$ cat config.mk
export PLATFORM = sky130hd
export DESIGN_NAME = html_char_tokenizer
export DESIGN_NICKNAME = d
export VERILOG_FILES = /design/src/rtl/html_char_tokenizer.sv
export SDC_FILE = /design/constraint.sdc
export NUM_CORES = 1
export LEC_CHECK = 0
export BUFFER_PORTS_ARGS = -buffer_cell sky130_fd_sc_hd__buf_2
export CORE_ASPECT_RATIO = 1.2
export CORE_MARGIN = 1
export CORE_UTILIZATION = 50
export DETAILED_ROUTE_END_ITERATION = 10
export PLACE_DENSITY = 0.69
export SLEW_MARGIN = 5
export SYNTH_ARGS = -nofsm -noshare
export SYNTH_HDL_FRONTEND = slang
export SYNTH_SLANG_ARGS = --single-unit
$ cat constraint.sdc
create_clock -name i_clock -period 10.65 [get_ports i_clock]
set_clock_uncertainty 0.15 [all_clocks]
set_input_delay 2.13 -clock i_clock [delete_from_list [all_inputs] [get_ports i_clock]]
set_output_delay 2.13 -clock i_clock [all_outputs]
set_load 0.02 [all_outputs]
$ cat src/rtl/html_char_tokenizer.sv
// html_char_tokenizer: pulls chars over a 1-cycle char_request handshake, tokenizes restricted HTML, emits valid/ready tokens (type/id/value), busy/done/error status
module html_char_tokenizer #(
  parameter int CHAR_W   = 8,
  parameter int NAME_MAX = 10
) (
  input  logic              i_clock,
  input  logic              i_reset,
  input  logic              i_start,
  output logic              o_char_request,
  input  logic [CHAR_W-1:0] i_char_in,
  input  logic              i_source_finished,
  output logic              o_token_valid,
  input  logic              i_token_ready,
  output logic [2:0]        o_token_type,
  output logic [1:0]        o_token_id,
  output logic [CHAR_W-1:0] o_token_value,
  output logic              o_busy,
  output logic              o_done,
  output logic              o_error
);
  typedef enum logic [2:0] {S_IDLE, S_REQ, S_WAIT, S_PROC, S_EMIT, S_DONE, S_ERROR} state_t;
  typedef enum logic [2:0] {C_TEXT, C_TAG_OPEN, C_TAG_NAME, C_ATTR_SKIP, C_ATTR_NAME, C_ATTR_VALUE, C_CLOSE_NAME} ctx_t;
  localparam int LEN_W = $clog2(NAME_MAX + 1);
  localparam int BUF_W = NAME_MAX * CHAR_W;
  localparam logic [2:0] T_OPEN = 3'd1, T_ATTR = 3'd2, T_END = 3'd3, T_CLOSE = 3'd4, T_TEXT = 3'd5, T_EOS = 3'd6;
  localparam logic [CHAR_W-1:0] K_LT = CHAR_W'(8'h3C), K_GT = CHAR_W'(8'h3E), K_SL = CHAR_W'(8'h2F);
  localparam logic [CHAR_W-1:0] K_SP = CHAR_W'(8'h20), K_EQ = CHAR_W'(8'h3D), K_D0 = CHAR_W'(8'h30);
  state_t r_state, w_state_nxt;
  ctx_t r_ctx, w_ctx_nxt;
  logic [BUF_W-1:0] r_name, w_name_nxt;
  logic [LEN_W-1:0] r_len, w_len_nxt;
  logic r_ovf, w_ovf_nxt, r_pend, w_pend_nxt, r_fin, w_app, w_clr;
  logic [CHAR_W-1:0] r_char, r_tok_value, w_value_nxt;
  logic [2:0] r_tok_type, w_type_nxt;
  logic [1:0] r_tok_id, w_id_nxt, w_tag_id, w_attr_id;
  logic w_letter, w_digit, w_print, w_eos, w_full;
  assign w_letter = (r_char >= CHAR_W'(8'h61) && r_char <= CHAR_W'(8'h7A)) || (r_char >= CHAR_W'(8'h41) && r_char <= CHAR_W'(8'h5A));
  assign w_digit  = r_char >= K_D0 && r_char <= CHAR_W'(8'h39);
  assign w_print  = r_char >= K_SP && r_char <= CHAR_W'(8'h7E);
  assign w_eos    = r_fin || r_char == '0;
  assign w_full   = r_len == LEN_W'(NAME_MAX);
  assign w_tag_id = r_ovf ? 2'd0 :
                    (r_len == LEN_W'(4) && r_name[31:0] == "body") ? 2'd1 :
                    (r_len == LEN_W'(1) && r_name[7:0] == "p") ? 2'd2 : 2'd0;
  assign w_attr_id = r_ovf ? 2'd0 :
                     (r_len == LEN_W'(5) && r_name[39:0] == "color") ? 2'd1 :
                     (r_len == LEN_W'(4) && r_name[31:0] == "size") ? 2'd2 :
                     (r_len == LEN_W'(10) && r_name[79:0] == "background") ? 2'd3 : 2'd0;
  // newest char shifts in at the low byte so a name of length n sits in the low n bytes
  assign w_name_nxt = w_clr ? '0 : w_app ? {r_name[BUF_W-CHAR_W-1:0], r_char} : r_name;
  assign w_len_nxt  = w_clr ? '0 : (w_app && !w_full) ? r_len + 1'b1 : r_len;
  assign w_ovf_nxt  = w_clr ? 1'b0 : r_ovf | (w_app && w_full);
  always_comb begin
    w_state_nxt = r_state;
    w_ctx_nxt   = r_ctx;
    w_app       = 1'b0;
    w_clr       = 1'b0;
    w_pend_nxt  = r_pend;
    w_type_nxt  = r_tok_type;
    w_id_nxt    = r_tok_id;
    w_value_nxt = r_tok_value;
    case (r_state)
      S_IDLE: w_state_nxt = i_start ? S_REQ : S_IDLE;
      S_REQ:  w_state_nxt = S_WAIT;
      S_WAIT: w_state_nxt = S_PROC;
      S_PROC: begin
        w_state_nxt = S_REQ;
        if (w_eos) begin
          if (r_ctx == C_TEXT) begin w_state_nxt = S_EMIT; w_type_nxt = T_EOS; w_id_nxt = '0; w_value_nxt = '0; end
          else w_state_nxt = S_ERROR;
        end else
          case (r_ctx)
            C_TEXT:
              if (r_char == K_LT) w_ctx_nxt = C_TAG_OPEN;
              else if (w_print) begin w_state_nxt = S_EMIT; w_type_nxt = T_TEXT; w_id_nxt = '0; w_value_nxt = r_char; end
            C_TAG_OPEN:
              if (r_char == K_SL) w_ctx_nxt = C_CLOSE_NAME;
              else begin w_app = 1'b1; w_ctx_nxt = C_TAG_NAME; end
            C_TAG_NAME:
              if (r_char == K_SP || r_char == K_GT) begin
                w_state_nxt = S_EMIT; w_type_nxt = T_OPEN; w_id_nxt = w_tag_id; w_value_nxt = '0; w_clr = 1'b1;
                w_pend_nxt = r_char == K_GT;
                w_ctx_nxt = r_char == K_GT ? C_TEXT : C_ATTR_SKIP;
              end else w_app = 1'b1;
            C_ATTR_SKIP:
              if (r_char == K_GT) begin w_state_nxt = S_EMIT; w_type_nxt = T_END; w_id_nxt = '0; w_value_nxt = '0; w_ctx_nxt = C_TEXT; end
              else if (w_letter) begin w_app = 1'b1; w_ctx_nxt = C_ATTR_NAME; end
              else if (r_char != K_SP) w_state_nxt = S_ERROR;
            C_ATTR_NAME:
              if (r_char == K_EQ) w_ctx_nxt = C_ATTR_VALUE;
              else if (r_char == K_SP || r_char == K_GT) w_state_nxt = S_ERROR;
              else w_app = 1'b1;
            C_ATTR_VALUE:
              if (w_digit) begin
                w_state_nxt = S_EMIT; w_type_nxt = T_ATTR; w_id_nxt = w_attr_id; w_value_nxt = r_char - K_D0; w_clr = 1'b1;
                w_ctx_nxt = C_ATTR_SKIP;
              end else w_state_nxt = S_ERROR;
            C_CLOSE_NAME:
              if (r_char == K_GT) begin
                w_state_nxt = S_EMIT; w_type_nxt = T_CLOSE; w_id_nxt = w_tag_id; w_value_nxt = '0; w_clr = 1'b1; w_ctx_nxt = C_TEXT;
              end else w_app = 1'b1;
            default: w_state_nxt = S_ERROR;
          endcase
      end
      S_EMIT:
        if (i_token_ready) begin
          if (r_pend) begin w_pend_nxt = 1'b0; w_type_nxt = T_END; w_id_nxt = '0; w_value_nxt = '0; end
          else w_state_nxt = r_tok_type == T_EOS ? S_DONE : S_REQ;
        end
      default: w_state_nxt = r_state;
    endcase
  end
  always_ff @(posedge i_clock or posedge i_reset)
    if (i_reset) begin
      r_state <= S_IDLE;
      r_ctx <= C_TEXT;
      r_name <= '0;
      r_len <= '0;
      r_ovf <= 1'b0;
      r_pend <= 1'b0;
      r_char <= '0;
      r_fin <= 1'b0;
      r_tok_type <= '0;
      r_tok_id <= '0;
      r_tok_value <= '0;
    end else begin
      r_state <= w_state_nxt;
      r_ctx <= w_ctx_nxt;
      r_name <= w_name_nxt;
      r_len <= w_len_nxt;
      r_ovf <= w_ovf_nxt;
      r_pend <= w_pend_nxt;
      r_tok_type <= w_type_nxt;
      r_tok_id <= w_id_nxt;
      r_tok_value <= w_value_nxt;
      if (r_state == S_WAIT) begin
        r_char <= i_char_in;
        r_fin <= i_source_finished;
      end
    end
  assign o_char_request = r_state == S_REQ;
  assign o_token_valid  = r_state == S_EMIT;
  assign o_busy         = r_state inside {S_REQ, S_WAIT, S_PROC, S_EMIT};
  assign o_done         = r_state == S_DONE;
  assign o_error        = r_state == S_ERROR;
  assign o_token_type   = r_tok_type;
  assign o_token_id     = r_tok_id;
  assign o_token_value  = r_tok_value;
endmodule
[Word level (Yosys, flattened, before mapping)]
Cells that the tools add are included.
Word-level totals
  register bits after elaboration: 114
  input port bits: 13
  word-level logic and storage cells: 198
Operators by class
  $add $sub $neg: 2
  order comparisons: 8
  equal/unequal tests: 50
  multiplexer cells: 95
  bitwise gates (word level): 2
  reduce and logical (&&, ||, !) cells: 30
Operator list (number)
  two-way mux 80 bit: 2
  two-way mux 3 bit: 31
  equality test 80 x 79 -> 1 bit, second input constant: 1
  two-way mux 8 bit: 9
  equality test 32 x 31 -> 1 bit, second input constant: 2
  case mux 3 bit (7 select lines): 2
  equality test 40 x 39 -> 1 bit, second input constant: 1
  equality test 8 x 6 -> 1 bit, second input constant: 5
  two-way mux 2 bit: 20
  case mux 8 bit (4 select lines): 1
  case mux 3 bit (5 select lines): 2
  != test 4 bit, second input constant: 7
  less-or-equal comparator 8 x 7 -> 1 bit, second input constant: 3
  equality test 3 bit, second input constant: 7
  two-way mux 1 bit: 19
  greater-or-equal comparator 8 x 6 -> 1 bit, second input constant: 2
  greater-or-equal comparator 8 x 7 -> 1 bit, second input constant: 2
  case mux 8 bit (2 select lines): 1
  != test 2 bit, second input constant: 7
  equality test 3 x 2 -> 1 bit, second input constant: 4
  logical AND 1 bit: 11
  AND reduction 11 bit: 1
  case mux 2 bit (5 select lines): 1
  AND reduction 10 bit: 1
  33 further kinds: 45

[Logic depth before layout (Yosys ltp)]
  word-level depth: 11
  mapped depth: 10
  gate-level depth less buffers: 8

[Worst setup path before layout]
No wires, ideal clock.
  path type: reg2out
  from: register r_state[2]
  to: output o_error
  arrival: 1.216 ns
  path slack: 7.154 ns
  stages on the path, launching flop included: 4
  path through: dfrtp_1 -> clkbuf_1 -> inv_1 -> nor3b_1
Between the ends
  longest elaborated chain between the ends: 1
RTL lines
  start, declared: RTL line 28  | state_t r_state, w_state_nxt;
  start signal, assigned: RTL line 127  | r_state <= w_state_nxt;
  equality test 3 bit: RTL line 145  | assign o_error = r_state == S_ERROR;
  end, declared: RTL line 19  | output logic o_error
Every way passes these cells.

[Final worst setup path]
  from: register r_char[5]
  to: register r_name[26]
Between the ends
  longest elaborated chain between the ends: 9
  elaborated cells between the ends (all ways): 34
RTL lines
  start, declared: RTL line 33  | logic [CHAR_W-1:0] r_char, r_tok_value, w_value_nxt;
  start signal, assigned: RTL line 137  | r_char <= i_char_in;
  greater-or-equal comparator 8 x 7 -> 1 bit or less-or-equal comparator 8 x 7 -> 1 bit (tied branches): RTL line 37  | assign w_letter = (r_char >= CHAR_W'(8'h61) && r_char <= CHAR_W'(8'h7A)) || (r_char >= CHAR_W'(8'h41) && r_cha ...
  logical AND 1 bit: RTL line 37
  logical OR 1 bit: RTL line 37
  two-way mux 1 bit: RTL line 87  | else if (w_letter) begin w_app = 1'b1; w_ctx_nxt = C_ATTR_NAME; end
  two-way mux 1 bit: RTL line 86  | if (r_char == K_GT) begin w_state_nxt = S_EMIT; w_type_nxt = T_END; w_id_nxt = '0; w_value_nxt = '0; w_ctx_nxt ...
  case mux 1 bit (5 select lines): RTL line 72  | case (r_ctx)
  two-way mux 1 bit: RTL line 68  | if (w_eos) begin
  two-way mux 1 bit: RTL line 62  | case (r_state)
  nonzero test 2 bit (no source line)
  end signal, assigned: RTL line 129  | r_name <= w_name_nxt;
  end, declared: RTL line 30  | logic [BUF_W-1:0] r_name, w_name_nxt;
Several ways; a longest one is shown, not always the timed one.
A chain may end at the register's enable or synchronous reset.

==> impl_metrics.csv <==
group,metric,value,unit
run_status,status,"completed",
synth,yosys_most_used_dff,"dfrtp_1",
synth,syn_area,0.006106,mm²
final_layout,nets,703,
timing,hold_viol_final,0,
die,fp-row-count,43,
critical_path,crit_fanout,83,
synth,synth.distinct_cells,72,
hold_path,hp-class,"reg2reg",
die,io_pins,31,
timing,worst_pin_slew,1037,ps
cts,cts_tree,"done",
die,initial_core_util,52.06,%
critical_path,path_cells,"ha_1, and4bb_1, a2111oi_2, and3_1, a21boi_4, buf_4, or2_4, o21ai_0",
critical_path,cp.arrival,4100,ps
final_layout,layout_commonest_cell,"o21ai_0",
critical_path,cp_data_required_time,10750,ps
final_layout,layout_common_cells,"o21ai_0, dfrtp_1, nand2_1, buf_2, nor2_1",
timing,drv_slew,0,
grt,grt_pass1_vias,4945,
critical_path,startpoint_type,"flip-flop",
die,die_w,102.9,µm
synth,avgSynthCellArea,8.992,µm²
power,vdd_ir_drop_max,116.9,µV
routing,ant_nets,0,
cts,clock-sinks,114,
die,die_area,0.01266,mm²
placed_design,routabilityCongestion,0.9381,
timing,timing.final.ws_setup,6653,ps
job,maxCapViolCount,0,
cts,clkTransAtPathRegs,50,ps
synth,syn_inst,679,
grt,gr-total-overflow,0,
cts,cts_resized,0,
routing,drt-pass1-iter-count,5,
critical_path,cp_top_family,"simple AND/OR/NAND/NOR gates",
synth,yosysSeqAreaShare,46.72,%
final_layout,antenna_cells,0,
placed_design,place_ws,6712,ps
critical_path,critPathCaptureType,"flip-flop",
final_layout,area_growth,12.46,%
placed_design,dp_hpwl,9627,µm
grt,grt_pass1_wl,24630,µm
grt,antenna_found_initial,0,
routing,vias_per_cell,6.096,
power,p_leak,0.002874,µW
timing,grt_setup_unrepaired,"no",
routing,via_count,5182,
timing,period_share,37.53,%
timing,min_period,3997,ps
synth,synth_edf_count,0,
routing,drt-initial-drc-count,509,
grt,grt_usage,25.45,%
synth,yosysWarnings,0,
routing,drc,0,
timing,setup_tns,0,ps
cts,hold_buffers,0,
power,power_density,257.9,mW/mm²
cts,clockBufferDepth,2,
timing,hold_ws,353.1,ps
cts,clk_root_buffer_cell,"clkbuf_16",
die,die_height,123.1,µm
cts,clock_latency,410,ps
cts,cts_buffers,17,
synth,synth.ff_latch_count,114,
die,core,0.01173,mm²
routing,wl,14990,µm
grt,grt_max_degree,87,
critical_path,crit_slowest_cell,"or2_4",
critical_path,critPathMaxStageDelay,710,ps
critical_path,path_class,"reg2reg",
synth,synth_nets,701,
routing,wl_per_cell,17.63,µm
placed_design,dp_cells,819,
cts,cts_htree_levels,4,
timing,fmax,250.2,MHz
placed_design,port_buffers,30,
cts,post_cts_buffers,0,
timing,setup_violations,0,
critical_path,cp_num_buf_inv,1,
final_layout,drive_gt1_share,13.28,%
synth,synthArstFlopShare,100.0,%
timing,relSlewSlack,30.89,%
final_layout,final_cells,850,
## cells by family (layout without fill, tap and decap cells)
logic type	count (synthesis)	count (layout)	synth area share, %
adder cells (fa/ha/maj)	10	10	2.008
AO/OA/AOI/OAI	229	229	21.25
buffers and inverters	71	85	5.246
multiplexers	25	25	4.467
AND/OR/NAND/NOR	224	224	19.45
flip-flops	114	114	46.72
XOR/XNOR	6	6	0.8608
## power by group
part           internal [µW]  total (µW)  switching (µW)
Clock                    383         576             194
Combinational            196         497             302
Sequential               537         698             160
Total                   1120        1770             656
## synthesized netlist by cell type (all sizes together) (2+ instances only)
cell,count,area share [%]
a211oi,2,0.25
a21boi,3,0.37
a21oi,20,1.6
a311o,2,0.33
a311oi,2,0.57
a31o,2,0.29
a31oi,3,0.31
a41oi,2,0.41
and2,4,0.41
and3,6,0.61
and3b,5,0.72
buf,11,1.6
clkbuf,40,2.5
dfrtp,114,47
ha,9,1.8
inv,19,1.2
mux2,12,2.3
mux2i,13,2.1
nand2,108,6.6
nand2b,4,0.41
nand3,17,1.4
nand3b,2,0.25
nand4,5,0.51
nand4b,7,1.0
nor2,20,1.2
nor3,6,0.49
nor3b,6,0.74
nor4,4,0.66
nor4b,7,1.0
nor4bb,6,0.98
o211ai,7,0.86
o21ai,171,14
or2,2,0.25
or3,5,0.59
or4,3,0.43
or4b,2,0.33
xnor2,3,0.43
xor2,3,0.43
## state kept, by name, indices dropped and copies added (netlist names), 2 cells and up
name           cells
o_token_id         2
o_token_type       3
o_token_value      8
r_char             8
r_ctx              3
r_len              4
r_name            80
r_state            3
## layout make-up
cell class                      instances  area [µm²]
Clock inverter                         10       132.6
Inverter                               20       77.57
Sequential cell                       114        2853
Multi-Input combinational cell        494        2957
Clock buffer                           21       470.5
Tap cell                              157       196.4
Timing Repair Buffer                   34       180.2
Fill cell                            1073        4862
## metal layers
metal | track usage (%) | wire length, µm | up-vias
met3 | 4.918 | 610 | 34
met1 | 31.39 | 6348 | 2550
li1 | - | - | 2435
met5 | 0 | 0 | -
met4 | 11.18 | 378 | 0
met2 | 43.17 | 7648 | 163
## final timing paths
check                                              from                           end  slack (ps)  cells after the start
setup reg to reg                  r_char[5]$_DFFE_PP0P_        r_name[26]$_DFFE_PP0P_        6650                      8
min in group asynchronous                       i_reset  o_token_value[2]$_DFFE_PP0P_        1570                      2
hold / removal             o_token_value[6]$_DFFE_PP0P_  o_token_value[6]$_DFFE_PP0P_         350                      1
max in group asynchronous                       i_reset        r_name[32]$_DFFE_PP0P_        7380                      3
setup / recovery                  r_char[5]$_DFFE_PP0P_        r_name[26]$_DFFE_PP0P_        6650                      8
hold reg to reg            o_token_value[6]$_DFFE_PP0P_  o_token_value[6]$_DFFE_PP0P_         350                      1
## through the flow
step	instance area (µm²)	power, µW	utilization [%]
floorplan	6106	1059	-
finish	6867	1771	58.54
detailed placement	6264	1190	53.40
global route	6867	1873	58.54
CTS	6867	1775	58.54
global placement	6264	1172	53.40
Power figures use the tool's default switching activity.
